==> src/rtl/instruction_decode_stage.sv <==
// Decode stage: combinational field/immediate/target decode feeding a DEPTH-entry
// output FIFO with valid/ready handshakes and a saturating illegal-instruction counter.
module instruction_decode_stage #(
  parameter int XLEN       = 32,
  parameter int DEPTH      = 2,
  parameter int ZEXT_LOGIC = 1
) (
  input  logic            clk,
  input  logic            rst,
  input  logic            flush,
  input  logic            in_valid,
  output logic            in_ready,
  input  logic [31:0]     in_instr,
  input  logic [XLEN-1:0] in_pc,
  output logic            out_valid,
  input  logic            out_ready,
  output logic [5:0]      out_opcode,
  output logic [4:0]      out_rs,
  output logic [4:0]      out_rt,
  output logic [4:0]      out_rd,
  output logic [4:0]      out_shamt,
  output logic [5:0]      out_funct,
  output logic [XLEN-1:0] out_pc,
  output logic [XLEN-1:0] out_imm,
  output logic [XLEN-1:0] out_baddr,
  output logic [XLEN-1:0] out_jaddr,
  output logic [1:0]      out_type,
  output logic [4:0]      out_wreg,
  output logic [15:0]     illegal_cnt
);

  localparam int AW = $clog2(DEPTH);
  localparam int CW = AW + 1;

  typedef struct packed {
    logic [5:0]      opcode;
    logic [4:0]      rs;
    logic [4:0]      rt;
    logic [4:0]      rd;
    logic [4:0]      shamt;
    logic [5:0]      funct;
    logic [XLEN-1:0] pc;
    logic [XLEN-1:0] imm;
    logic [XLEN-1:0] baddr;
    logic [XLEN-1:0] jaddr;
    logic [1:0]      itype;
    logic [4:0]      wreg;
  } entry_t;

  entry_t          dec;
  entry_t          head;
  entry_t          shown;
  entry_t          mem [DEPTH];
  logic [AW-1:0]   wr_ptr;
  logic [AW-1:0]   rd_ptr;
  logic [CW-1:0]   count;
  logic            push;
  logic            pop;
  logic [15:0]     imm16;
  logic [XLEN-1:0] pc4;
  logic [XLEN-1:0] imm_sext;

  always_comb begin
    imm16    = in_instr[15:0];
    pc4      = in_pc + XLEN'(4);
    imm_sext = {XLEN{imm16[15]}};
    imm_sext[15:0] = imm16;

    dec        = '0;
    dec.opcode = in_instr[31:26];
    dec.rs     = in_instr[25:21];
    dec.rt     = in_instr[20:16];
    dec.rd     = in_instr[15:11];
    dec.shamt  = in_instr[10:6];
    dec.funct  = in_instr[5:0];
    dec.pc     = in_pc;

    if (dec.opcode == 6'h00)
      dec.itype = 2'b00;
    else if (dec.opcode inside {6'h02, 6'h03})
      dec.itype = 2'b10;
    else if (dec.opcode inside {6'h01, [6'h04:6'h0F], [6'h20:6'h26], [6'h28:6'h2B]})
      dec.itype = 2'b01;
    else
      dec.itype = 2'b11;

    // lui places imm16 in bits 31:16 and sign-extends from bit 31 for wider XLEN
    if (dec.opcode == 6'h0F) begin
      dec.imm = {XLEN{imm16[15]}};
      dec.imm[31:0] = {imm16, 16'h0000};
    end else if (ZEXT_LOGIC != 0 && dec.opcode inside {[6'h0C:6'h0E]}) begin
      dec.imm = XLEN'(imm16);
    end else begin
      dec.imm = imm_sext;
    end

    dec.baddr = pc4 + (imm_sext << 2);
    dec.jaddr = pc4;
    dec.jaddr[27:0] = {in_instr[25:0], 2'b00};

    if (dec.opcode == 6'h00)
      dec.wreg = dec.rd;
    else if (dec.opcode inside {[6'h08:6'h0F], [6'h20:6'h26]})
      dec.wreg = dec.rt;
    else if (dec.opcode == 6'h03)
      dec.wreg = 5'd31;
    else
      dec.wreg = 5'd0;
  end

  assign in_ready  = (count < CW'(DEPTH));
  assign out_valid = (count != '0);
  assign push      = in_valid && in_ready;
  assign pop       = out_valid && out_ready;

  always_ff @(posedge clk) begin
    if (push)
      mem[wr_ptr] <= dec;
  end

  always_ff @(posedge clk or posedge rst) begin
    if (rst) begin
      wr_ptr <= '0;
      rd_ptr <= '0;
      count  <= '0;
    end else if (flush) begin
      wr_ptr <= '0;
      rd_ptr <= '0;
      count  <= '0;
    end else begin
      if (push)
        wr_ptr <= wr_ptr + AW'(1);
      if (pop)
        rd_ptr <= rd_ptr + AW'(1);
      case ({push, pop})
        2'b10:   count <= count + CW'(1);
        2'b01:   count <= count - CW'(1);
        default: count <= count;
      endcase
    end
  end

  // Counting is independent of flush: an illegal accept in a flush cycle still counts
  always_ff @(posedge clk or posedge rst) begin
    if (rst)
      illegal_cnt <= '0;
    else if (push && dec.itype == 2'b11 && illegal_cnt != 16'hFFFF)
      illegal_cnt <= illegal_cnt + 16'd1;
  end

  // Storage is not reset; gating on out_valid keeps data fields at zero when empty
  assign head  = mem[rd_ptr];
  assign shown = out_valid ? head : '0;

  assign out_opcode = shown.opcode;
  assign out_rs     = shown.rs;
  assign out_rt     = shown.rt;
  assign out_rd     = shown.rd;
  assign out_shamt  = shown.shamt;
  assign out_funct  = shown.funct;
  assign out_pc     = shown.pc;
  assign out_imm    = shown.imm;
  assign out_baddr  = shown.baddr;
  assign out_jaddr  = shown.jaddr;
  assign out_type   = shown.itype;
  assign out_wreg   = shown.wreg;

endmodule

==> config.mk <==
export PLATFORM = sky130hd
export DESIGN_NAME = instruction_decode_stage
export DESIGN_NICKNAME = d
export VERILOG_FILES = /design/src/rtl/instruction_decode_stage.sv
export SDC_FILE = /design/constraint.sdc
export NUM_CORES = 1
export LEC_CHECK = 0
export CAP_MARGIN = 15
export CELL_PAD_IN_SITES_DETAIL_PLACEMENT = 1
export CELL_PAD_IN_SITES_GLOBAL_PLACEMENT = 1
export CORE_MARGIN = 8
export CORE_UTILIZATION = 51
export CTS_BUF_LIST = sky130_fd_sc_hd__clkbuf_8 sky130_fd_sc_hd__clkbuf_16
export DETAILED_ROUTE_END_ITERATION = 8
export DONT_BUFFER_PORTS = 1
export GPL_ROUTABILITY_DRIVEN = 1
export PLACE_DENSITY = 0.78
export SYNTH_ARGS = -nofsm -noshare
export SYNTH_HDL_FRONTEND = slang
export SYNTH_SLANG_ARGS = --single-unit
==> constraint.sdc <==
create_clock -name clk -period 9.25 [get_ports clk]
set_input_delay 1.3875 -clock clk [delete_from_list [all_inputs] [get_ports clk]]
set_output_delay 1.3875 -clock clk [all_outputs]
set_load 0.01 [all_outputs]
==> run metrics, run 1 <==
status=complete, no violations; TNS Setup=0 ns; post-CTS setup buffer count=0; initial antenna violation count=0; Max Cap Violations=0; H-tree depth=1; cts bufs inserted=30; via/cell ratio=5.844; clk buf depth=3; Post-Syn Instances=1107; # DRC=0; final worst slack=4.813 ns; die area=0.03343 mm^2; worst endpoint required time=9.56 ns; post_cts resized=0; Area Growth Syn to Fin=8.110%; final WL=35.06 mm; Congestion Overflow GR=0; placed cell area=0.01432 mm^2; sequential fraction of the synthesis area=61.49%; FMAX=0.2254 GHz; Final Cell Area=0.01535 mm^2; endpoints failing setup=0; max incr delay on CP=0.45 ns; R2R depth=3; top_reg_cell synth=edfxtp_1; share of cells above drive strength 1=6.685%; minimum clock period=4.437 ns; Worst-path clk slew=0.06 ns; Syn Std Cell Area=0.01419 mm^2; first-pass GRT wire length=53.23 mm; I/O Pins=254; peak supply drop=0.2134 mV; worst clock skew=0.02156 ns; GPL Wtd Cong=0.8816; Worst Hold Class=flip-flop to flip-flop; FF+latch count, synth=294; worst r2r src=count[1]$_DFFE_PP0P_; overall die height=182.8 um; Setup CP Type=primary input to flip-flop; RSZ-0062 raised after global routing=no; R2R Setup Slk=6.34 ns; Setup WS pre-CTS=4.350 ns; via count of the routed design=8597; port bufs=0; CP max-delay cell=ha_1; final cycle utilization of the critical path=47.97%; Tot Pwr=3.307 mW; clk_lat worst skew=0.55 ns; initial drt markers=437; Leak Pwr=5.339 nW; PD cells=215.5 mW/mm^2; worst-margin pin slew=1.061 ns; dpl cells=1413; R2R Path End=mem[1][120]$_DFFE_PP_; top post-synthesis cells by area=edfxtp_1 (58%), mux2i_1 (9.8%), nor2_1 (4.4%); Chip Width=182.8 um; Slew headroom=29.27%; crit end category=flip-flop; area leader, netlist=edfxtp_1; most frequent cell after synthesis=edfxtp_1; CP Data Arrival Time=4.75 ns; CORE AREA=0.02763 mm^2; clock tree from TritonCTS=done; detailed-router iteration count before antenna repair=4; clk sinks=294; critical path startpoint=in_pc[5]; Fin. Hold Viols=0; DR WL/cell=23.83 um; hpwl dp=24.02 mm; Root Buffer Master=clkbuf_16; Finished Core Util=55.54%; ANT nets after route=0; worst setup path endpoint=mem[1][67]$_DFFE_PP_; Slew Viols, Final=0; Yosys top cell area share=57.96%; Hold Slack=0.5798 ns; final std cells w/o fill=1471; Initial Util=51.38%; Yosys Warn Count=0; vias in the first global route=9179; gr usage total=20.24%; Site Rows=61; worst-path fanout max=9; Synth cell types=65; top cells by count, synth=edfxtp_1 (274), nor2_1 (166), mux2i_1 (139), xnor2_1 (54), nand2_1 (49); largest net degree at the start of global routing=101; async set-reset flop share out of synthesis=6.803%; syn_area_per_cell=12.82 um^2; Post-synth EDFFs=274; # hold bufs at CTS=0; Setup crit start kind=primary input; worst path cell trace=and4_1 > and3_1 > nand2_1 > nor3_1 > nand3_1 > xnor2_1 > ha_1 > o21ai_0 > o21bai_1 > a21boi_0 > o31ai_1 > mux2_2 > a311oi_1; nets=1172
-- state kept, by name (all words and copies together), names as in the netlist --
signal       flops
count            2
wr_ptr           1
mem            274
illegal_cnt     16
rd_ptr           1
-- power breakdown --
group          total [mW]  internal (mW)  switching, mW  leakage [nW]
registers            1.65           1.59         0.0594          2.83
clock network        1.22          0.730          0.494         0.519
logic               0.432          0.145          0.287          1.99
-- layout make-up --
cell class                 count  area, um^2
inverter                      16       60.06
timing repair buffer           8       72.57
antenna                        1       2.502
clock inverter                26       265.3
fill                        2753       12280
sequential                   294        8732
multi-input combinational    718        4990
tap                          378       473.0
clock buffer                  30       750.7
-- critical path, delay by kind of cell --
kind            cells  cell delay [ns]
fa+ha+maj           1             0.45
compound gates      5             1.20
simple gates        5             1.15
xor+xnor            1             0.14
mux                 1             0.40
-- layer usage --
metal	wire (um)	vias up	part of all wire (%)	global-route usage [%]
met5	0	-	0	0
met4	1045	0	3.0	6.766
met3	2129	60	6.1	4.491
met2	17590	237	50	35.72
met1	14290	4341	41	24.27
li1	-	3959	-	-
-- worst min path at each step --
stage	from	end	slack [ns]	depth (start not counted)
2_1_floorplan	illegal_cnt[4]$_DFFE_PP0P_	illegal_cnt[4]$_DFFE_PP0P_	0.52	1
3_3_place_gp	illegal_cnt[7]$_DFFE_PP0P_	illegal_cnt[7]$_DFFE_PP0P_	0.55	1
3_5_place_dp	illegal_cnt[7]$_DFFE_PP0P_	illegal_cnt[7]$_DFFE_PP0P_	0.56	1
4_1_cts	illegal_cnt[15]$_DFFE_PP0P_	illegal_cnt[15]$_DFFE_PP0P_	0.58	1
5_1_grt	illegal_cnt[14]$_DFFE_PP0P_	illegal_cnt[14]$_DFFE_PP0P_	0.60	1
6_report	illegal_cnt[15]$_DFFE_PP0P_	illegal_cnt[15]$_DFFE_PP0P_	0.58	1
-- cells by family after synthesis --
| kind of cell | Yosys count | synth area share [%] |
|---|---|---|
| xor gates and xnor gates | 70 | 4.416 |
| AOI/OAI and AO/OA | 128 | 6.082 |
| muxes | 141 | 9.960 |
| DFF | 294 | 61.49 |
| and+or+nand+nor | 342 | 11.34 |
| buffers and inverters | 96 | 3.552 |
| other | 1 | 0.02642 |
| adders and majority gates | 35 | 3.138 |
-- placed cells by master, fill, tap and decap left out, types with 3 or more instances in the layout --
| cell | synthesis | routed |
|---|---|---|
| edfxtp_1 | 274 | 274 |
| a21o_1 | 29 | 29 |
| nand3b_1 | 3 | 3 |
| a21oi_1 | 38 | 38 |
| and4_1 | 5 | 5 |
| buf_4 | 30 | 7 |
| nor3_1 | 15 | 15 |
| ha_1 | 34 | 34 |
| o21ai_0 | 19 | 19 |
| mux2i_1 | 139 | 139 |
| o211ai_1 | 5 | 5 |
| inv_1 | 16 | 22 |
| a211oi_1 | 5 | 5 |
| xnor2_1 | 54 | 54 |
| and2_1 | 5 | 4 |
| clkinv_2 | 0 | 6 |
| dfrtp_1 | 20 | 19 |
| nand4_1 | 22 | 22 |
| a31o_2 | 3 | 3 |
| nand2b_1 | 4 | 4 |
| clkbuf_16 | 0 | 30 |
| clkinv_1 | 0 | 6 |
| nor4_1 | 4 | 3 |
| nor2b_1 | 20 | 19 |
| bufinv_16 | 0 | 5 |
| nor2_1 | 166 | 165 |
| xor2_1 | 15 | 15 |
| nand2_1 | 49 | 49 |
| a31oi_1 | 5 | 5 |
| and3_1 | 11 | 11 |
| o2bb2a_1 | 4 | 4 |
| nand3_1 | 25 | 25 |
No activity file was read; power rests on OpenSTA's default activity.
==> inputs of run 2 (changes only) <==
Clock period 9.25 ns to 4.1 ns, I/O delays scaled along.
==> run metrics, run 2 (synthesis gave the netlist of run 1 again) <==
status=complete, no violations; Layout fillers=2740 (-0.47%); # DRC=0 (unchanged); Congestion Overflow GR=0 (unchanged); initial drt markers=554 (+27%); Worst-path clk slew=0.06 ns (about the same); post-CTS setup buffer count=0 (unchanged); via count of the routed design=8604 (+0.081%); worst clock skew=0.02625 ns (+0.004689 ns); port bufs=0 (unchanged); clk sinks=294 (unchanged); Leak Pwr=5.362 nW (+0.42%); clk buf depth=3 (unchanged); worst-path fanout max=9 (unchanged); R2R depth=3 (unchanged); nets=1177 (+0.43%); share of cells above drive strength 1=6.849% (+0.16 points); final WL=35.63 mm (+1.6%); first-pass GRT wire length=54.22 mm (+1.9%); initial antenna violation count=0 (unchanged); Site Rows=61 (unchanged); Top reg by flops=mem; Slew headroom=41.04% (+12 points); Initial Util=51.38% (unchanged); minimum clock period=3.412 ns; # hold bufs at CTS=0 (unchanged); R2R Setup Slk=1.71 ns (-4.63 ns); CORE AREA=0.02763 mm^2 (unchanged); worst r2r src=count[1]$_DFFE_PP0P_; Chip Width=182.8 um (unchanged); most common cell after layout, fill and taps aside=edfxtp_1; Worst Hold Class=primary input to async pin; H-tree depth=1 (unchanged); gr usage total=20.59% (+0.35 points); clk_lat worst skew=0.57 ns (+0.02 ns); peak supply drop=0.3508 mV (+64%); worst endpoint required time=4.45 ns (-5.11 ns); final cycle utilization of the critical path=83.22%; worst-margin pin slew=0.8845 ns (-0.1765 ns); TNS Setup=0 ns (unchanged); Area Growth Syn to Fin=8.215% (about the same); Setup crit start kind=primary input; multi-input logic area=0.004990 mm^2 (unchanged); largest net degree at the start of global routing=138 (+37%); biggest regs=mem: 274 flops, illegal_cnt: 16 flops, count: 2 flops; Fin. Hold Viols=0 (unchanged); via/cell ratio=5.841 (about the same); hpwl dp=24.82 mm (+3.3%); detailed-router iteration count before antenna repair=6 (+2); Max Cap Violations=0 (unchanged); Setup CP Type=primary input to flip-flop; most frequent cells in the layout=edfxtp_1 (274), nor2_1 (165), mux2i_1 (139); max reg flops=274 (unchanged); Storage cell area=0.008732 mm^2 (unchanged); GPL Wtd Cong=0.8672 (-1.6%); FMAX=0.2931 GHz; I/O Pins=254 (unchanged); ANT nets after route=0 (unchanged); die area=0.03343 mm^2 (unchanged); post_cts resized=0 (unchanged); CP Data Arrival Time=3.76 ns (-0.99 ns); overall die height=182.8 um (unchanged); PD cells=477.7 mW/mm^2 (+120%); vias in the first global route=9245 (+0.72%); Finished Core Util=55.60% (about the same); cts bufs inserted=30 (unchanged); Root Buffer Master=clkbuf_16; endpoints failing setup=0 (unchanged); clock tree from TritonCTS=done; R2R Path End=mem[1][47]$_DFFE_PP_; crit end category=flip-flop; RSZ-0062 raised after global routing=no; DR WL/cell=24.19 um (+1.5%); critical path startpoint=in_pc[5]; Antenna Cells=0 (-1); Slew Viols, Final=0 (unchanged)
run 2: cell types whose count changed in the layout (fill, tap and decap cells not counted):
cell / before / now
clkinv_16: 0 / 1
bufinv_16: 5 / 2
buf_4: 7 / 9
clkinv_2: 6 / 4
buf_12: 1 / 4
diode_2: 1 / 0
inv_1: 22 / 26
clkbuf_8: 0 / 3
clkinv_1: 6 / 3
clkinv_8: 2 / 0
run 2: where the power goes:
group	switching [mW]	total, mW	leakage [nW]	internal (mW)
registers	0.132	3.72	2.83	3.59
clock network	1.12	2.62	0.505	1.50
logic	0.656	0.992	2.03	0.336
total	1.91	7.34	5.36	5.43
run 2: critical path, cell delays in order:
cell and delay (ns):
and4_1 0.24, and3_1 0.26, nand2_1 0.11, nor3_1 0.34, nand3_1 0.15, xnor2_1 0.15
ha_1 0.45, o21ai_0 0.12, o21bai_1 0.19, a21boi_0 0.13, o31ai_1 0.31, mux2_2 0.37
a311oi_1 0.30
run 2: area by class of cell:
cell class	instances	area share, %
Clock inverter	21	1.083
Inverter	16	0.3910
Timing Repair Buffer	13	0.9611
Sequential cell	294	56.85
Clock buffer	33	5.156
Multi-Input combinational cell	718	32.48
Tap cell	378	3.079
run 2: layer usage:
| metal | wire length [um] | global-route usage, % | vias up |
|---|---|---|---|
| li1 | - | - | 3961 |
| met1 | 14610 | 25.23 | 4370 |
| met2 | 17980 | 36.42 | 224 |
| met3 | 2200 | 4.511 | 49 |
| met4 | 839 | 5.433 | 0 |
| met5 | 0 | 0 | - |
run 2: worst max path at each step:
| stage | end | slack [ns] | depth (start not counted) |
|---|---|---|---|
| floorplan | mem[0][65]$_DFFE_PP_ | 0.62 | 14 |
| global placement | mem[0][65]$_DFFE_PP_ | 0.22 | 13 |
| detailed placement | mem[0][67]$_DFFE_PP_ | 0.14 | 13 |
| CTS | mem[0][67]$_DFFE_PP_ | 0.70 | 13 |
| global route | mem[0][67]$_DFFE_PP_ | 0.39 | 13 |
| finish | mem[0][67]$_DFFE_PP_ | 0.69 | 13 |
run 2: through the flow:
| stage | instances | power [mW] | hold WS [ns] | instance area [um^2] | setup WS, ns |
|---|---|---|---|---|---|
| floorplan | 1108 | 4.531 | 0.5187 | 14210 | 0.6160 |
| global placement | 1419 | 4.727 | 0.5480 | 14400 | 0.2243 |
| detailed placement | 1419 | 4.782 | 0.5660 | 14400 | 0.1370 |
| CTS | 1473 | 7.415 | 0.06849 | 15360 | 0.7001 |
| global route | 1473 | 7.622 | 0.08024 | 15360 | 0.3880 |
| finish | 1473 | 7.338 | 0.06830 | 15360 | 0.6881 |
==> inputs of run 3 (changes only) <==
Clock period 4.1 ns to 3.4 ns, I/O delays scaled along.
==> run metrics, run 3 (synthesis gave the netlist of run 1 again) <==
status=complete, no violations; final std cells w/o fill=1574 (+6.9%); worst-margin pin slew=0.7985 ns (-0.08599 ns); PD cells=554.1 mW/mm^2 (+16%); worst endpoint required time=3.77 ns (-0.68 ns); max reg flops=274 (unchanged); post-CTS setup buffer count=0 (unchanged); DR WL/cell=23.25 um (-3.9%); largest net degree at the start of global routing=100 (-28%); port bufs=0 (unchanged); worst clock skew=0.007414 ns (-0.01883 ns); clock tree from TritonCTS=done; peak supply drop=0.4048 mV (+15%); GPL Wtd Cong=0.8699 (+0.31%); vias in the first global route=9664 (+4.5%); share of cells above drive strength 1=14.13% (+7.3 points); biggest regs=mem: 274 flops, illegal_cnt: 16 flops, count: 2 flops; Leak Pwr=5.821 nW (+8.6%); Area Growth Syn to Fin=13.45%; Site Rows=61 (unchanged); cts bufs inserted=31 (+3.3%); worst-path fanout max=6 (-3); CORE AREA=0.02763 mm^2 (unchanged); endpoints failing setup=0 (unchanged); final worst slack=0.2397 ns (-0.4485 ns); Antenna Cells=0 (unchanged); FMAX=0.3164 GHz; Worst Hold Class=primary input to flip-flop; Setup CP Type=primary input to flip-flop; hpwl dp=26.21 mm (+5.6%); crit end category=flip-flop; Slew headroom=46.71% (+5.7 points); first-pass GRT wire length=56.19 mm (+3.6%); gr usage total=21.37% (+0.78 points); clk_lat worst skew=0.56 ns (about the same); via/cell ratio=5.694 (-2.5%); Chip Width=182.8 um (unchanged); most common cell after layout, fill and taps aside=edfxtp_1; clk sinks=294 (unchanged); final cycle utilization of the critical path=92.95%; final WL=36.60 mm (+2.7%); overall die height=182.8 um (unchanged); most frequent cells in the layout=edfxtp_1 (274), nor2_1 (165), mux2i_1 (139); Final Cell Area=0.01610 mm^2 (+4.8%); dpl cells=1513 (+6.6%); CP Data Arrival Time=3.53 ns (-0.23 ns); # hold bufs at CTS=2 (+2); nets=1275 (+8.3%); placed cell area=0.01515 mm^2 (+5.2%); initial drt markers=492 (-11%); Fin. Hold Viols=0 (unchanged); Setup crit start kind=primary input; Max Cap Violations=0 (unchanged); ANT nets after route=0 (unchanged); Slew Viols, Final=0 (unchanged); via count of the routed design=8963 (+4.2%); # DRC=0 (unchanged); Worst-path clk slew=0.06 ns (about the same); detailed-router iteration count before antenna repair=4 (-2); H-tree depth=1 (unchanged); Setup WS pre-CTS=-0.3346 ns (-0.4717 ns); minimum clock period=3.160 ns; Congestion Overflow GR=0 (unchanged); clk buf depth=3 (unchanged); initial antenna violation count=0 (unchanged); die area=0.03343 mm^2 (unchanged); RSZ-0062 raised after global routing=no; Layout fillers=2763 (+0.84%); Top reg by flops=mem; Root Buffer Master=clkbuf_16; Initial Util=51.38% (unchanged); I/O Pins=254 (unchanged); post_cts resized=0 (unchanged)
run 3: cell count changes in the layout (fill, tap and decap cells not counted), moves of 2 or more:
cell and change:
buf_4 +92, clkbuf_8 -3, clkinv_2 +2, clkinv_1 +10, buf_12 +3, inv_1 -5
dlygate4sd3_1 +2
run 3: layer usage:
metal  wire [um]  up-vias  GRT usage [%]
met2       18370      217          37.95
met1       15160     4537          25.95
met3        2049       58          4.689
li1            -     4151              -
met5           0        -              0
met4        1024        0          5.888
run 3: cell type report:
cell class / count / area [um^2] / share of cell area, %
Tap cell: 378 / 473.0 / 2.937
Multi-Input combinational cell: 718 / 4990 / 30.98
Timing Repair Buffer: 110 / 918.4 / 5.703
Inverter: 16 / 60.06 / 0.3729
Clock inverter: 27 / 155.1 / 0.9634
Clock buffer: 31 / 775.7 / 4.817
Sequential cell: 294 / 8732 / 54.22
run 3: worst max-delay path, cell delays in order:
cell and delay, ns:
and4_1 0.25, and3_1 0.22, nand2_1 0.08, nor2_1 0.36, nand2_1 0.12, xnor2_1 0.15
ha_1 0.33, buf_4 0.17, a21oi_1 0.12, o21ai_0 0.19, a211oi_1 0.30, nand3_1 0.11
buf_4 0.19, a211o_1 0.29, o211ai_1 0.13
run 3: final timing paths:
| check | cells after the start | slack (ns) | startpoint | endpoint |
|---|---|---|---|---|
| max | 15 | 0.24 | in_pc[5] | mem[0][62]$_DFFE_PP_ |
| min | 0 | 0.04 | in_instr[23] | mem[1][156]$_DFFE_PP_ |
| max reg2reg | 3 | 1.23 | count[1]$_DFFE_PP0P_ | mem[1][51]$_DFFE_PP_ |
| min reg2reg | 1 | 0.57 | illegal_cnt[7]$_DFFE_PP0P_ | illegal_cnt[7]$_DFFE_PP0P_ |
| max in group asynchronous | 2 | 2.27 | rst | rd_ptr$_DFFE_PP0P_ |
| min in group asynchronous | 2 | 0.54 | rst | illegal_cnt[2]$_DFFE_PP0P_ |
run 3: through the flow:
| stage | hold WS (ns) | total power, mW | setup TNS, ns | util, % |
|---|---|---|---|---|
| after global placement | 0.5483 | 5.839 | -2.951 | 54.82 |
| final | 0.03857 | 8.924 | 0 | 58.29 |
| after global routing | 0.006999 | 9.273 | 0 | 58.29 |
| after CTS | 0.005085 | 9.018 | 0 | 58.26 |
| after detailed placement | 0.5587 | 5.906 | -4.212 | 54.82 |
| after floorplan | 0.4738 | 5.464 | 0 | - |
run 3: power breakdown:
group	total [mW]	internal, mW	switching, mW
sequential	4.48	4.33	0.150
combinational	1.35	0.517	0.835
clock	3.10	1.73	1.37
